### config.mk
export PLATFORM = sky130hd
export DESIGN_NAME = asym_flush_fifo_flat
export DESIGN_NICKNAME = d
export VERILOG_FILES = /design/src/rtl/asym_flush_fifo_pkg.sv /design/src/rtl/asym_flush_fifo_if.sv /design/src/rtl/asym_flush_fifo_mem.sv /design/src/rtl/asym_flush_fifo.sv /design/src/flat_wrapper.sv
export SDC_FILE = /design/constraint.sdc
export NUM_CORES = 1
export LEC_CHECK = 0
export BUFFER_PORTS_ARGS = -buffer_cell sky130_fd_sc_hd__buf_4
export CORE_UTILIZATION = 40
export DETAILED_ROUTE_END_ITERATION = 6
export GPL_TIMING_DRIVEN = 0
export PLACE_DENSITY = 0.68
export SLEW_MARGIN = 20
export SYNTH_ARGS = -nofsm -noshare
export SYNTH_HDL_FRONTEND = slang
export SYNTH_HIERARCHICAL = 1
export SYNTH_SLANG_ARGS = --single-unit
### constraint.sdc
create_clock -name clk -period 6.95 [get_ports clk]
set_input_delay 0.695 -clock clk [delete_from_list [all_inputs] [get_ports clk]]
set_output_delay 0.695 -clock clk [all_outputs]
set_load 0.01 [all_outputs]
### src/rtl/asym_flush_fifo_pkg.sv
// Package for the asymmetric flushable FIFO.
// Holds the flush FSM state type and the default parameter values shared by
// the interface, the storage sub-module and the top level.
package asym_fifo_pkg;

    localparam int DEF_WR_W     = 4;  // write-unit width in bits
    localparam int DEF_RATIO    = 8;  // write units per read word
    localparam int DEF_DEPTH_RD = 4;  // capacity in read words
    localparam int DEF_PAD      = 0;  // fill value for unwritten units of a flush word

    typedef enum logic [1:0] {
        IDLE  = 2'd0,  // normal operation, reads need a whole word stored
        FLUSH = 2'd1,  // draining units up to the flush snapshot
        DONE  = 2'd2   // snapshot drained, waiting for flush_req to drop
    } flush_state_e;

endpackage

### src/rtl/asym_flush_fifo_if.sv
// Bus interface of asym_flush_fifo.
// Ports (slave = FIFO side):
//   wr, wr_data           write unit strobe and data
//   rd                    read-word strobe
//   flush_req, err_clr    flush request (held until flush_done), sticky-error clear
//   rd_data, rd_units     read word (oldest unit in the low bits) and its valid-unit count
//   rd_avail, flush_done  read may be issued / flush complete
//   full, empty, level    occupancy in write units
//   ovf, udf              sticky overflow / underflow
interface asym_flush_fifo_if
    import asym_fifo_pkg::*;
#(
    parameter int WR_W     = DEF_WR_W,
    parameter int RATIO    = DEF_RATIO,
    parameter int DEPTH_RD = DEF_DEPTH_RD
) ();

    localparam int RD_W    = WR_W * RATIO;
    localparam int SLOTS   = DEPTH_RD * RATIO;
    localparam int UNITS_W = $clog2(RATIO) + 1;
    localparam int LEVEL_W = $clog2(SLOTS) + 1;

    logic               wr;
    logic [WR_W-1:0]    wr_data;
    logic               rd;
    logic               flush_req;
    logic               err_clr;
    logic [RD_W-1:0]    rd_data;
    logic [UNITS_W-1:0] rd_units;
    logic               rd_avail;
    logic               flush_done;
    logic               full;
    logic               empty;
    logic [LEVEL_W-1:0] level;
    logic               ovf;
    logic               udf;

    modport master (
        output wr, wr_data, rd, flush_req, err_clr,
        input  rd_data, rd_units, rd_avail, flush_done, full, empty, level, ovf, udf
    );

    modport slave (
        input  wr, wr_data, rd, flush_req, err_clr,
        output rd_data, rd_units, rd_avail, flush_done, full, empty, level, ovf, udf
    );

endinterface

### src/rtl/asym_flush_fifo_mem.sv
// Storage for asym_flush_fifo: SLOTS x WR_W array with one write port and a
// RATIO-unit-wide combinational read port starting at raddr (wrapping).
// Ports:
//   clk    clock
//   we     write enable, waddr/wdata write address and unit
//   raddr  slot of the oldest unit to read
//   rdata  RATIO consecutive units, unit at raddr in the low bits
module asym_fifo_mem
    import asym_fifo_pkg::*;
#(
    parameter int WR_W  = DEF_WR_W,
    parameter int RATIO = DEF_RATIO,
    parameter int SLOTS = DEF_DEPTH_RD * DEF_RATIO,
    localparam int IDX_W = $clog2(SLOTS)
) (
    input  logic                  clk,
    input  logic                  we,
    input  logic [IDX_W-1:0]      waddr,
    input  logic [WR_W-1:0]       wdata,
    input  logic [IDX_W-1:0]      raddr,
    output logic [WR_W*RATIO-1:0] rdata
);

    logic [WR_W-1:0] mem [SLOTS];

    // NOTE: the array has no reset; contents only matter once written, and a
    // reset would turn the array into a large bank of resettable flops.
    always_ff @(posedge clk) begin
        if (we) begin
            mem[waddr] <= wdata;
        end
    end

    // Read window wraps naturally because SLOTS is a power of two.
    for (genvar i = 0; i < RATIO; i++) begin : g_rd
        logic [IDX_W-1:0] addr;
        assign addr = raddr + IDX_W'(i);
        assign rdata[i*WR_W +: WR_W] = mem[addr];
    end

endmodule

### src/rtl/asym_flush_fifo.sv
// Asymmetric FIFO: WR_W-bit units in, RATIO-unit words out, with a flush that
// drains a snapshot of the stored units as a final padded partial word.
// Ports:
//   clk   clock, rising edge
//   rst   asynchronous active-low reset
//   bus   asym_flush_fifo_if.slave (write/read/flush handshake and status)
module asym_flush_fifo
    import asym_fifo_pkg::*;
#(
    parameter int              WR_W     = DEF_WR_W,
    parameter int              RATIO    = DEF_RATIO,
    parameter int              DEPTH_RD = DEF_DEPTH_RD,
    parameter logic [WR_W-1:0] PAD      = WR_W'(DEF_PAD)
) (
    input  logic             clk,
    input  logic             rst,
    asym_flush_fifo_if.slave bus
);

    localparam int RD_W    = WR_W * RATIO;
    localparam int SLOTS   = DEPTH_RD * RATIO;
    localparam int IDX_W   = $clog2(SLOTS);
    localparam int PTR_W   = IDX_W + 1;          // extra wrap bit
    localparam int UNITS_W = $clog2(RATIO) + 1;

    flush_state_e       state, state_nxt;
    logic [PTR_W-1:0]   wr_ptr, rd_ptr, flush_ptr;
    logic [PTR_W-1:0]   rd_ptr_nxt, flush_snap, level, rem;
    logic               full, wr_fire, rd_avail, rd_fire;
    logic               ovf, udf;
    logic [UNITS_W-1:0] rd_n;
    logic [RD_W-1:0]    mem_word, rd_word;

    assign level   = wr_ptr - rd_ptr;
    assign full    = (level == PTR_W'(SLOTS));
    assign wr_fire = bus.wr && !full;
    assign rem     = flush_ptr - rd_ptr;

    asym_fifo_mem #(
        .WR_W  (WR_W),
        .RATIO (RATIO),
        .SLOTS (SLOTS)
    ) u_mem (
        .clk   (clk),
        .we    (wr_fire),
        .waddr (wr_ptr[IDX_W-1:0]),
        .wdata (bus.wr_data),
        .raddr (rd_ptr[IDX_W-1:0]),
        .rdata (mem_word)
    );

    // Read availability and size: a whole word normally; while flushing, up to
    // the snapshot, which may leave a short final word.
    // NOTE: every combinational output gets a default first so no path leaves
    // it unassigned (which would infer a latch).
    always_comb begin
        rd_avail = 1'b0;
        rd_n     = UNITS_W'(RATIO);
        if (state == FLUSH) begin
            rd_avail = (rem != '0);
            if (rem < PTR_W'(RATIO)) begin
                rd_n = rem[UNITS_W-1:0];
            end
        end else begin
            rd_avail = (level >= PTR_W'(RATIO));
        end
        rd_fire    = bus.rd && rd_avail;
        rd_ptr_nxt = rd_fire ? rd_ptr + PTR_W'(rd_n) : rd_ptr;
    end

    // Units beyond rd_n belong to post-snapshot writes (or nothing) and are
    // replaced with PAD; a rejected read returns all zeros.
    always_comb begin
        rd_word = '0;
        if (rd_fire) begin
            for (int i = 0; i < RATIO; i++) begin
                rd_word[i*WR_W +: WR_W] = (UNITS_W'(i) < rd_n) ? mem_word[i*WR_W +: WR_W] : PAD;
            end
        end
    end

    // Flush FSM next state. The snapshot includes a same-cycle write, and the
    // comparison uses the post-read pointer so a same-cycle read is accounted.
    always_comb begin
        state_nxt  = state;
        flush_snap = wr_ptr + PTR_W'(wr_fire);
        case (state)
            IDLE:    if (bus.flush_req) state_nxt = (flush_snap == rd_ptr_nxt) ? DONE : FLUSH;
            FLUSH:   if (rd_ptr_nxt == flush_ptr) state_nxt = DONE;
            DONE:    if (!bus.flush_req) state_nxt = IDLE;
            default: state_nxt = IDLE;
        endcase
    end

    // NOTE: sequential state uses non-blocking assignments so every flop
    // samples the pre-edge values, independent of statement order.
    always_ff @(posedge clk or negedge rst) begin
        if (!rst) begin
            state     <= IDLE;
            wr_ptr    <= '0;
            rd_ptr    <= '0;
            flush_ptr <= '0;
            ovf       <= 1'b0;
            udf       <= 1'b0;
        end else begin
            state  <= state_nxt;
            rd_ptr <= rd_ptr_nxt;
            if (wr_fire) begin
                wr_ptr <= wr_ptr + 1'b1;
            end
            if (state == IDLE && bus.flush_req) begin
                flush_ptr <= flush_snap;
            end
            // A new error in the same cycle takes priority over the clear.
            if (bus.wr && full) begin
                ovf <= 1'b1;
            end else if (bus.err_clr) begin
                ovf <= 1'b0;
            end
            if (bus.rd && !rd_avail) begin
                udf <= 1'b1;
            end else if (bus.err_clr) begin
                udf <= 1'b0;
            end
        end
    end

    assign bus.rd_data    = rd_word;
    assign bus.rd_units   = rd_fire ? rd_n : '0;
    assign bus.rd_avail   = rd_avail;
    assign bus.flush_done = (state == DONE);
    assign bus.full       = full;
    assign bus.empty      = (level == '0);
    assign bus.level      = level;
    assign bus.ovf        = ovf;
    assign bus.udf        = udf;

endmodule

### src/flat_wrapper.sv
// flat-port wrapper written by rule: the top's interface ports become plain ports
module asym_flush_fifo_flat import asym_fifo_pkg::*;
#(
    parameter int              WR_W     = DEF_WR_W,
    parameter int              RATIO    = DEF_RATIO,
    parameter int              DEPTH_RD = DEF_DEPTH_RD,
    parameter logic [WR_W-1:0] PAD      = WR_W'(DEF_PAD)
)
  (clk, rst, bus_wr, bus_wr_data, bus_rd, bus_flush_req, bus_err_clr, bus_rd_data, bus_rd_units, bus_rd_avail, bus_flush_done, bus_full, bus_empty, bus_level, bus_ovf, bus_udf);
  asym_flush_fifo_if #(.WR_W(WR_W), .RATIO(RATIO), .DEPTH_RD(DEPTH_RD)) bus_i ();
  input  logic clk;
  input  logic rst;
  input wire logic [$bits(bus_i.wr)-1:0] bus_wr;
  input wire logic [$bits(bus_i.wr_data)-1:0] bus_wr_data;
  input wire logic [$bits(bus_i.rd)-1:0] bus_rd;
  input wire logic [$bits(bus_i.flush_req)-1:0] bus_flush_req;
  input wire logic [$bits(bus_i.err_clr)-1:0] bus_err_clr;
  output wire logic [$bits(bus_i.rd_data)-1:0] bus_rd_data;
  output wire logic [$bits(bus_i.rd_units)-1:0] bus_rd_units;
  output wire logic [$bits(bus_i.rd_avail)-1:0] bus_rd_avail;
  output wire logic [$bits(bus_i.flush_done)-1:0] bus_flush_done;
  output wire logic [$bits(bus_i.full)-1:0] bus_full;
  output wire logic [$bits(bus_i.empty)-1:0] bus_empty;
  output wire logic [$bits(bus_i.level)-1:0] bus_level;
  output wire logic [$bits(bus_i.ovf)-1:0] bus_ovf;
  output wire logic [$bits(bus_i.udf)-1:0] bus_udf;
  assign bus_i.wr = bus_wr;
  assign bus_i.wr_data = bus_wr_data;
  assign bus_i.rd = bus_rd;
  assign bus_i.flush_req = bus_flush_req;
  assign bus_i.err_clr = bus_err_clr;
  assign bus_rd_data = bus_i.rd_data;
  assign bus_rd_units = bus_i.rd_units;
  assign bus_rd_avail = bus_i.rd_avail;
  assign bus_flush_done = bus_i.flush_done;
  assign bus_full = bus_i.full;
  assign bus_empty = bus_i.empty;
  assign bus_level = bus_i.level;
  assign bus_ovf = bus_i.ovf;
  assign bus_udf = bus_i.udf;
  asym_flush_fifo #(.WR_W(WR_W), .RATIO(RATIO), .DEPTH_RD(DEPTH_RD), .PAD(PAD)) u_core (.clk(clk), .rst(rst), .bus(bus_i));
endmodule
# Yosys cells after proc, flatten, opt, wreduce, memory -nomap -nowiden
# Memories as Yosys holds them, arrays and structs flattened.
# Cells that the tools add are included.
[classes]
add_sub_neg = 12
multipliers = 0
div_mod_pow = 0
order_cmp = 10
eq_ne = 8
shifts = 0
muxes = 24
n_bitwise = 0
reduce_logical = 13
[op_table]
columns = ["cell", "count"]
rows = [
  ["$mux 4", 11],
  ["$mux 32", 1],
  ["$add 5x3->5 const B", 4],
  ["$lt 3x4->1 const A", 4],
  ["$eq 6x6->1", 2],
  ["$sub 6x6->6", 2],
  ["$add 5x2->5 const B", 2],
  ["$lt 1x4->1 const A", 2],
  ["$lt 2x4->1 const A", 2],
  ["$mux 2", 4],
  ["$add 6x1->6", 1],
  ["$add 6x1->6 const B", 1],
  ["$add 6x4->6", 1],
  ["$eq 6x6->1 const B", 1],
  ["$ge 6x4->1 const B", 1],
  ["$logic_not 6->1", 1],
  ["$lt 6x4->1 const B", 1],
  ["$mux 1", 6],
  ["$mux 6", 1],
  ["$ne 2x2->1 const B", 3],
  ["$pmux 2 s3", 1],
  ["$reduce_bool 6->1", 1],
  ["$add 5x1->5 const B", 1],
  ["$logic_and 1x1->1", 5],
  ["6 further kinds", 8],
]
[word_totals]
reg_bits = 22
latchBits = 0
ramBits = 128
romBits = 0
word_cells = 74
mem_count = 1
[memory_table]
columns = ["name", "depth", "width", "read_ports", "rd_ports_with_merged_regs", "write_ports", "line", "source"]
rows = [
  ["u_core.u_mem.mem", 32, 4, 8, 0, 1, "asym_flush_fifo_mem.sv:24", "logic [WR_W-1:0] mem [SLOTS];"],
]

# Longest topological paths before layout
# Gate-level depths: netlist of the first run.
[logic_depth]
word_depth = 10
mapped_depth = 20

# Hierarchy
# The synthesis of the first run kept the hierarchy.
[modules_own_cells]
columns = ["mod", "n_inst", "cells_per_inst", "area_per_inst_um2", "seq_area_each_um2"]
rows = [
  ["asym_fifo_mem", 1, 610, 9739.3, 3843.7],
  ["asym_flush_fifo", 1, 258, 2190.9, 550.5],
]

# Least setup slack after synthesis of the first run
# Ideal clock, no wire load.
[synth_timing]
path_type = "register to register"
from = "reg u_core.rd_ptr[0]"
to = "reg u_core.state[1]"
setup_ps = 121
arrival_time_ps = 3955
path_slack_ps = 2873
path_stages_with_launch = 20
path_buffers = 1
period_less_slack_ps = 4077
path_cell_list = "dfrtp_1 -> ha_1 -> fa_1 -> nand2b_1 -> a21oi_1 -> xor2_1 -> nor3_1 -> nand2_1 -> clkbuf_1 -> nor2_1 -> ha_1 -> a21o_1 -> a21oi_1 -> nor2b_1 -> o21ai_0 -> nor3_2 -> xnor3_1 -> nor2_1 -> a41o_1 -> a32o_2"
[synth_between]
elab_chain_cells = 10
elab_cells_between_ends = 22
cone_classes = "add/sub: 4; order compare: 2; eq/ne: 4; mux: 7; reduce/logical: 5"
[synth_lines]
columns = ["element", "line", "source"]
rows = [
  ["start, declared", "asym_flush_fifo.sv:27", "logic [PTR_W-1:0] wr_ptr, rd_ptr, flush_ptr;"],
  ["start signal, assigned", "asym_flush_fifo.sv:107", "rd_ptr <= rd_ptr_nxt;"],
  ["$sub 6x6->6", "asym_flush_fifo.sv:37", "assign rem = flush_ptr - rd_ptr;"],
  ["$lt 6x4->1", "asym_flush_fifo.sv:61", "if (rem < PTR_W'(RATIO)) begin"],
  ["$mux 4", "asym_flush_fifo.sv:61", ""],
  ["$mux 4", "asym_flush_fifo.sv:59", "if (state == FLUSH) begin"],
  ["$add 6x4->6", "asym_flush_fifo.sv:68", "rd_ptr_nxt = rd_fire ? rd_ptr + PTR_W'(rd_n) : rd_ptr;"],
  ["$mux 6", "asym_flush_fifo.sv:68", ""],
  ["$eq 6x6->1", "asym_flush_fifo.sv:88", "IDLE: if (bus.flush_req) state_nxt = (flush_snap == rd_ptr_nxt) ? DONE : FLUSH;"],
  ["$mux 2 (2 in series)", "asym_flush_fifo.sv:88", ""],
  ["$pmux 2 s3", "asym_flush_fifo.sv:87", "case (state)"],
  ["end signal, assigned", "asym_flush_fifo.sv:106", "state <= state_nxt;"],
  ["end, declared", "asym_flush_fifo.sv:26", "flush_state_e state, state_nxt;"],
]
# Several ways; a longest one is shown, not always the timed one. The select of a mux whose other input is x is not followed.
# A chain may end at the register's enable or synchronous reset.

# Worst setup path in the final report of the first run
[layout_timing]
from = "reg u_core.rd_ptr[1]"
to = "out bus_rd_data[23]"
[layout_between]
elab_cells_between_ends = 14
cone_classes = "add/sub: 3; order compare: 3; mux: 5; reduce/logical: 2; memory: 1"
[layout_lines]
columns = ["element", "line", "source"]
rows = [
  ["$add 5x3->5", "asym_flush_fifo_mem.sv:37", "assign addr = raddr + IDX_W'(i);"],
  ["$mem_v2 32x4", "n/a", ""],
  ["via u_core.mem_word[23]", "asym_flush_fifo.sv:32", "logic [RD_W-1:0] mem_word, rd_word;"],
  ["$mux 4", "asym_flush_fifo.sv:77", "rd_word[i*WR_W +: WR_W] = (UNITS_W'(i) < rd_n) ? mem_word[i*WR_W +: WR_W] : PAD;"],
  ["$mux 32", "asym_flush_fifo.sv:75", "if (rd_fire) begin"],
  ["end, declared", "flat_wrapper.sv:18", "output wire logic [$bits(bus_i.rd_data)-1:0] bus_rd_data;"],
]
# The timed path passes the listed nets, and every way through them passes these cells.

==> results of run 1 <==
-- logic make-up after synthesis --
kind of cell    synth area share (%)
compound gates                  5.32
xor+xnor                        4.45
fa+ha+maj                       3.34
buf+inv                         3.49
flops                           36.8
mux                             37.1
simple gates                    9.52
-- worst max-delay path, cell delays in order (launching register included) --
cell,delay (ns)
dfrtp_1,0.92
buf_2,0.47
buf_2,0.36
inv_1,0.20
ha_1,0.37
buf_6,0.22
buf_1,0.70
mux4_2,0.53
mux4_1,0.53
mux2_2,0.29
and2_1,0.13
buf_4,0.14
-- state kept, by name, indices dropped and copies added (netlist names) --
| register | flops |
|---|---|
| u_core/bus.ovf | 1 |
| u_core/bus.udf | 1 |
| u_core/flush_ptr | 6 |
| u_core/rd_ptr | 6 |
| u_core/state | 2 |
| u_core/u_mem/mem | 128 |
| u_core/wr_ptr | 6 |
-- per-layer routing --
metal / GRT usage, % / vias to the layer above / wire, um
met5: 0 / - / 0
met2: 41.3 / 690 / 18300
li1: - / 3652 / -
met1: 36.4 / 4535 / 15400
met4: 10.4 / 0 / 1750
met3: 9.81 / 116 / 5670
-- cells in the final DEF, fill, tap and decap left out, types with 4 or more instances in the layout --
master	n
xnor3_1	4
and3_1	20
inv_1	20
clkbuf_16	17
o22ai_1	10
nand2b_1	6
nand3b_1	5
mux4_2	156
dfrtp_1	22
buf_4	76
mux2_2	22
a221oi_1	14
nor2_1	69
buf_6	6
mux2i_1	58
or3b_2	4
xor2_1	18
xnor2_1	23
buf_1	4
a21oi_1	22
or3_1	4
nor3_1	4
o21ai_0	12
inv_8	5
ha_1	27
clkbuf_1	10
buf_2	15
nand2_1	71
o21a_1	4
and2_1	21
nand3_1	16
edfxtp_1	128
a22o_1	6
-- final cells by class --
type                    count  area share (%)
plain buffers              54            2.51
clock buffers              17            3.16
clock inverters            15            1.37
inverters                  21           0.586
multi-input cells         643            52.9
flip-flops and latches    150            32.7
well taps                 384            3.57
repair buffers             57            3.18
-- metrics by stage --
step           util (%)  total power, mW  cell area [sq um]  cells
6_report           46.4             7.68              13400   1341
5_1_grt            46.4             8.04              13400   1341
4_1_cts            46.4             7.59              13400   1341
3_5_place_dp       44.3             6.60              12800   1309
3_3_place_gp       44.3             6.56              12800   1309
2_1_floorplan         -             4.88              11900    868
-- report_power, final --
group | leakage [nW] | internal, mW | switching (mW)
logic | 3.14 | 2.44 | 2.97
clock network | 0.300 | 0.518 | 0.450
registers | 1.42 | 1.09 | 0.201
total | 4.86 | 4.05 | 3.63
-- worst max path at each step --
stage	to	slack, ns	cells after the start
2_1_floorplan	u_core/state[1]	2.87	19
3_5_place_dp	bus_rd_data[23]	1.53	11
5_1_grt	bus_rd_data[23]	0.87	11
6_report	bus_rd_data[23]	0.93	11
4_1_cts	bus_rd_data[23]	1.08	11
3_3_place_gp	bus_rd_data[23]	1.53	11
==> key figures, run 1 <==
Outcome
  – Status: completed

Worst setup path
  – FF-to-FF Start: u_core/rd_ptr[1]
  – Worst-path fanout max: 14
  – Worst setup EP type: primary output
  – WP data arrival: 5.33 ns
  – Critical Path RT: 6.25 ns
  – FF-to-FF End: u_core/state[1]
  – R2R cell count: 19
  – Kind of critical path: flip-flop to primary output
  – Flop2flop setup slack: 1.96 ns
  – CP startpoint: u_core/rd_ptr[1]
  – CP Launch Type: flip-flop

Yosys
  – Syn Inst Count: 868
  – Post-synthesis net count: 908
  – Main synth FF type: edfxtp_1
  – Most frequent cell after synthesis: mux4_2
  – #FFs+latches synth: 150
  – Synth cell count leaders: mux4_2, edfxtp_1, nand2_1
  – Asr flop ratio synth: 14.7%
  – Largest cells by area after synthesis: edfxtp_1, mux4_2, mux2i_1, dfrtp_1, ha_1
  – Yosys warns: 6
  – Post-synth top area share: 32.2%
  – Mapped cell area: 0.0119 sq mm
  – Area leader, netlist: edfxtp_1
  – Synthesized area per cell: 13.7 sq um
  – Post-synth EDFFs: 128
  – Post-synthesis sequential area ratio: 36.8%
  – Synth unique cells: 63

Finish
  – Fill cells: 2576
  – Share of cells above drive strength 1: 34.4%
  – Multi-input logic area: 0.00712 sq mm
  – FF+latch area: 0.00439 sq mm
  – Inserted Diodes: 0
  – Area Overhead vs Synth: 12.7%
  – Layout Nets: 984

Die
  – Die area: 0.0305 sq mm
  – Die Ht: 175 um
  – Row cnt: 62
  – Die X: 175 um
  – Initial core utilization: 41.1%
  – I/O pin count: 58
  – Core footprint: 0.0290 sq mm

CTS
  – Clock Latency Late Sink: 0.44 ns
  – Num CTS Buffers: 17
  – Post-CTS setup buffer count: 0
  – CTS Buffer Depth: 2
  – CTS H-tree depth: 4
  – Clock root buffer: clkbuf_16
  – Clock sinks: 150
  – CTS tree: built
  – Hold Buf Count CTS: 0
  – Register clock-pin slew on the reported worst setup and hold paths: 0.08 ns
  – CTS resizes: 0

Global route
  – Number of global-route vias before repair: 8609
  – GR Overflow Total: 0
  – First-pass GRT wire length: 59800 um
  – Largest net degree at the start of global routing: 33
  – Gr usage total: 27.5%
  – Initial antenna violation count: 0

Detailed routing
  – Vias/cell: 6.71
  – 1st-pass router iterations: 6
  – Wire per inst: 30.7 um
  – Via count: 8993
  – DRC violations left: 0
  – Final WL: 41200 um
  – Iter 0 DRT Violations: 1563
  – Final ANT Viol Nets: 0

STA
  – Hold Slack: 0.150 ns
  – Measured slew at the worst slew-check pin: 1.01 ns
  – Endpoints failing setup: 0
  – Final worst slack: 0.927 ns
  – RSZ-0062 raised after global routing: no
  – Worst Skew: 0.0122 ns
  – Tcrit/Tclk final: 86.7%
  – Final hold violations: 0
  – Rel. slew slack: 32.5%
  – Min Clock Period, post-route: 6.02 ns
  – Setup_tns: 0 ns
  – Max-slew violations: 0
  – Achievable Freq: 0.166 GHz

Hold path
  – Hold Crit Class: input pin to async pin

Place
  – Final HPWL DP: 31100 um
  – Placer Congestion: 1.06
  – Worst slack, placed: 1.53 ns
  – Port bufs: 57

Flow run
  – # Max-Cap Violations: 0

Power
  – Power density cells: 571 mW/mm^2
  – Pleak: 4.86 nW
  – Worst VDD drop: 0.271 mV
(Power assumes the default switching activity.)
==> run 2, diff against run 1 <==
--- a/config.mk
+++ b/config.mk
@@ -6,6 +6,7 @@
 export NUM_CORES = 1
 export LEC_CHECK = 0
 export BUFFER_PORTS_ARGS = -buffer_cell sky130_fd_sc_hd__buf_4
+export CORE_ASPECT_RATIO = 2
 export CORE_UTILIZATION = 40
 export DETAILED_ROUTE_END_ITERATION = 6
 export GPL_TIMING_DRIVEN = 0
==> run 2 against run 1 <==
  * Utilization shrank 0.81 points
  * Clock skew down 0.0018 ns
  * Design area down 0.44%
  * Critical endpoint is now bus_rd_data[30]
  * Largest cell class unchanged
==> key figures, run 2 (synthesized netlist as in run 1, its figures left out) <==
STA
  – Endpoints failing setup: 0 (unchanged)
  – Final hold violations: 0 (unchanged)
  – Max-slew violations: 0 (unchanged)
  – Worst Skew: 0.0104 ns (-0.00181 ns)
  – Setup_tns: 0 ns (unchanged)
  – Tcrit/Tclk final: 89.3% (+2.7 points)
  – RSZ-0062 raised after global routing: no
  – Min Clock Period, post-route: 6.21 ns (+0.187 ns)
  – Final worst slack: 0.740 ns (-0.187 ns)
  – Measured slew at the worst slew-check pin: 1.10 ns (+0.0911 ns)
  – Rel. slew slack: 26.4% (-6.1 points)
  – Achievable Freq: 0.161 GHz (-3.0%)

Global route
  – Largest net degree at the start of global routing: 33 (unchanged)
  – First-pass GRT wire length: 60600 um (+1.3%)
  – Initial antenna violation count: 0 (unchanged)
  – Number of global-route vias before repair: 8736 (+1.5%)
  – GR Overflow Total: 0 (unchanged)
  – Gr usage total: 29.3% (+1.9 points)

Detailed routing
  – DRC violations left: 0 (unchanged)
  – Via count: 8884 (-1.2%)
  – Vias/cell: 6.73 (+0.28%)
  – Final ANT Viol Nets: 0 (unchanged)
  – Iter 0 DRT Violations: 888 (-43%)
  – Wire per inst: 32.7 um (+6.6%)
  – 1st-pass router iterations: 5 (-1)
  – Final WL: 43200 um (+5.0%)

Die
  – Die area: 0.0306 sq mm (+0.14%)
  – Die Ht: 246 um (+41%)
  – Core footprint: 0.0294 sq mm (+1.3%)
  – Row cnt: 89 (+44%)
  – Die X: 124 um (-29%)
  – Initial core utilization: 40.6% (-0.54 points)
  – I/O pin count: 58 (unchanged)

Finish
  – Commonest non-fill, non-tap cell in the layout: mux4_2
  – Layout Nets: 984 (unchanged)
  – Inserted Diodes: 0 (unchanged)
  – Commonest non-fill, non-tap cells in the layout: mux4_2, edfxtp_1, buf_4, nand2_1, nor2_1
  – Largest register by flop count: u_core/u_mem/mem
  – Share of cells above drive strength 1: 34.5% (+0.10 points)
  – Finished Cell Area: 0.0134 sq mm (-0.44%)
  – Fill cells: 2682 (+4.1%)
  – Max reg flops: 128 (unchanged)
  – Area Overhead vs Synth: 12.2%

CTS
  – CTS resizes: 0 (unchanged)
  – CTS H-tree depth: 4 (unchanged)
  – Clock root buffer: clkbuf_16
  – CTS tree: built
  – Clock sinks: 150 (unchanged)
  – CTS Buffer Depth: 2 (unchanged)
  – Num CTS Buffers: 17 (unchanged)
  – Register clock-pin slew on the reported worst setup and hold paths: 0.07 ns (about the same)
  – Clock Latency Late Sink: 0.45 ns (about the same)
  – Post-CTS setup buffer count: 0 (unchanged)
  – Hold Buf Count CTS: 0 (unchanged)

Power
  – Power density cells: 573 mW/mm^2 (+0.43%)
  – Pleak: 4.82 nW (-0.69%)
  – Worst VDD drop: 0.261 mV (-3.9%)

Worst setup path
  – Slowest CP cell: dfrtp_1
  – Kind of critical path: flip-flop to primary output
  – WP data arrival: 5.51 ns (+0.18 ns)
  – Worst-path fanout max: 14 (unchanged)
  – Critical Path RT: 6.25 ns (about the same)
  – Crit path buffers/inverters: 6 (unchanged)
  – Crit path cell chain: buf_2 > buf_2 > inv_1 > ha_1 > buf_6 > buf_1 > mux4_2 > mux2i_1 > a22o_1 > a221oi_1 > and3_1 > buf_4
  – Worst setup EP type: primary output
  – CP peak stage delay: 1.01 ns (+0.09 ns)
  – CP Launch Type: flip-flop
  – CP most frequent cell: buf_2
  – Delay-heaviest family, CP: buffers and inverters

Outcome
  – Status: completed

Flow run
  – # Max-Cap Violations: 0 (unchanged)

Place
  – Port bufs: 57 (unchanged)
  – Placer Congestion: 1.05 (-0.82%)
  – Placed cell area: 0.0128 sq mm (-0.20%)
  – Final HPWL DP: 35300 um (+13%)
  – Worst slack, placed: 1.32 ns (-0.213 ns)

Hold path
  – Hold Crit Class: input pin to async pin
==> run 2: cell types whose count changed in the layout (fill, tap and decap cells not counted) <==
cell	before	now
inv_6	3	6
a211oi_2	0	1
clkinv_8	3	0
inv_8	5	1
clkinv_4	2	1
a211oi_1	1	0
clkinvlp_4	0	5
==> run 2: routing by layer <==
metal	part of all wire (%)	vias to the layer above	track usage, %
met5	0	-	0
met4	10	0	25.5
met3	6.7	149	5.12
met2	52	517	51.6
met1	31	4556	28.6
li1	-	3662	-
==> run 2: power breakdown <==
| group | switching [mW] | total [mW] | internal (mW) |
|---|---|---|---|
| registers | 0.185 | 1.27 | 1.09 |
| logic | 3.05 | 5.50 | 2.45 |
| clock network | 0.400 | 0.899 | 0.500 |
==> run 2: worst paths after layout <==
path | from | endpoint | slack (ns) | cells after the start
setup reg to reg | u_core/rd_ptr[1] | u_core/state[1] | 1.72 | 19
min in group clk | bus_err_clr | u_core/bus.ovf | 0.45 | 2
hold reg to reg | u_core/bus.ovf | u_core/bus.ovf | 0.52 | 2
setup / recovery | u_core/rd_ptr[1] | bus_rd_data[30] | 0.74 | 12
hold / removal | rst | u_core/rd_ptr[4] | 0.14 | 1
max in group asynchronous | rst | u_core/wr_ptr[0] | 6.57 | 1
==> run 2: final cells by class <==
type                    instances  area, sq um  share of cell area (%)
plain buffers                  54          338                    2.52
clock inverters                15          145                    1.08
well taps                     364          455                    3.40
multi-input cells             643         7120                    53.2
inverters                      21         78.8                   0.589
clock buffers                  17          425                    3.18
flip-flops and latches        150         4390                    32.8
repair buffers                 57          428                    3.20
==> run 2: per-stage QoR <==
step / utilization (%) / hold WS [ns] / power (mW) / instances
finish: 45.5 / 0.140 / 7.68 / 1321
global route: 45.5 / 0.153 / 8.02 / 1321
CTS: 45.5 / 0.128 / 7.63 / 1321
detailed placement: 43.6 / 0.515 / 6.72 / 1289
global placement: 43.6 / 0.516 / 6.72 / 1289
floorplan: - / 0.399 / 4.88 / 868
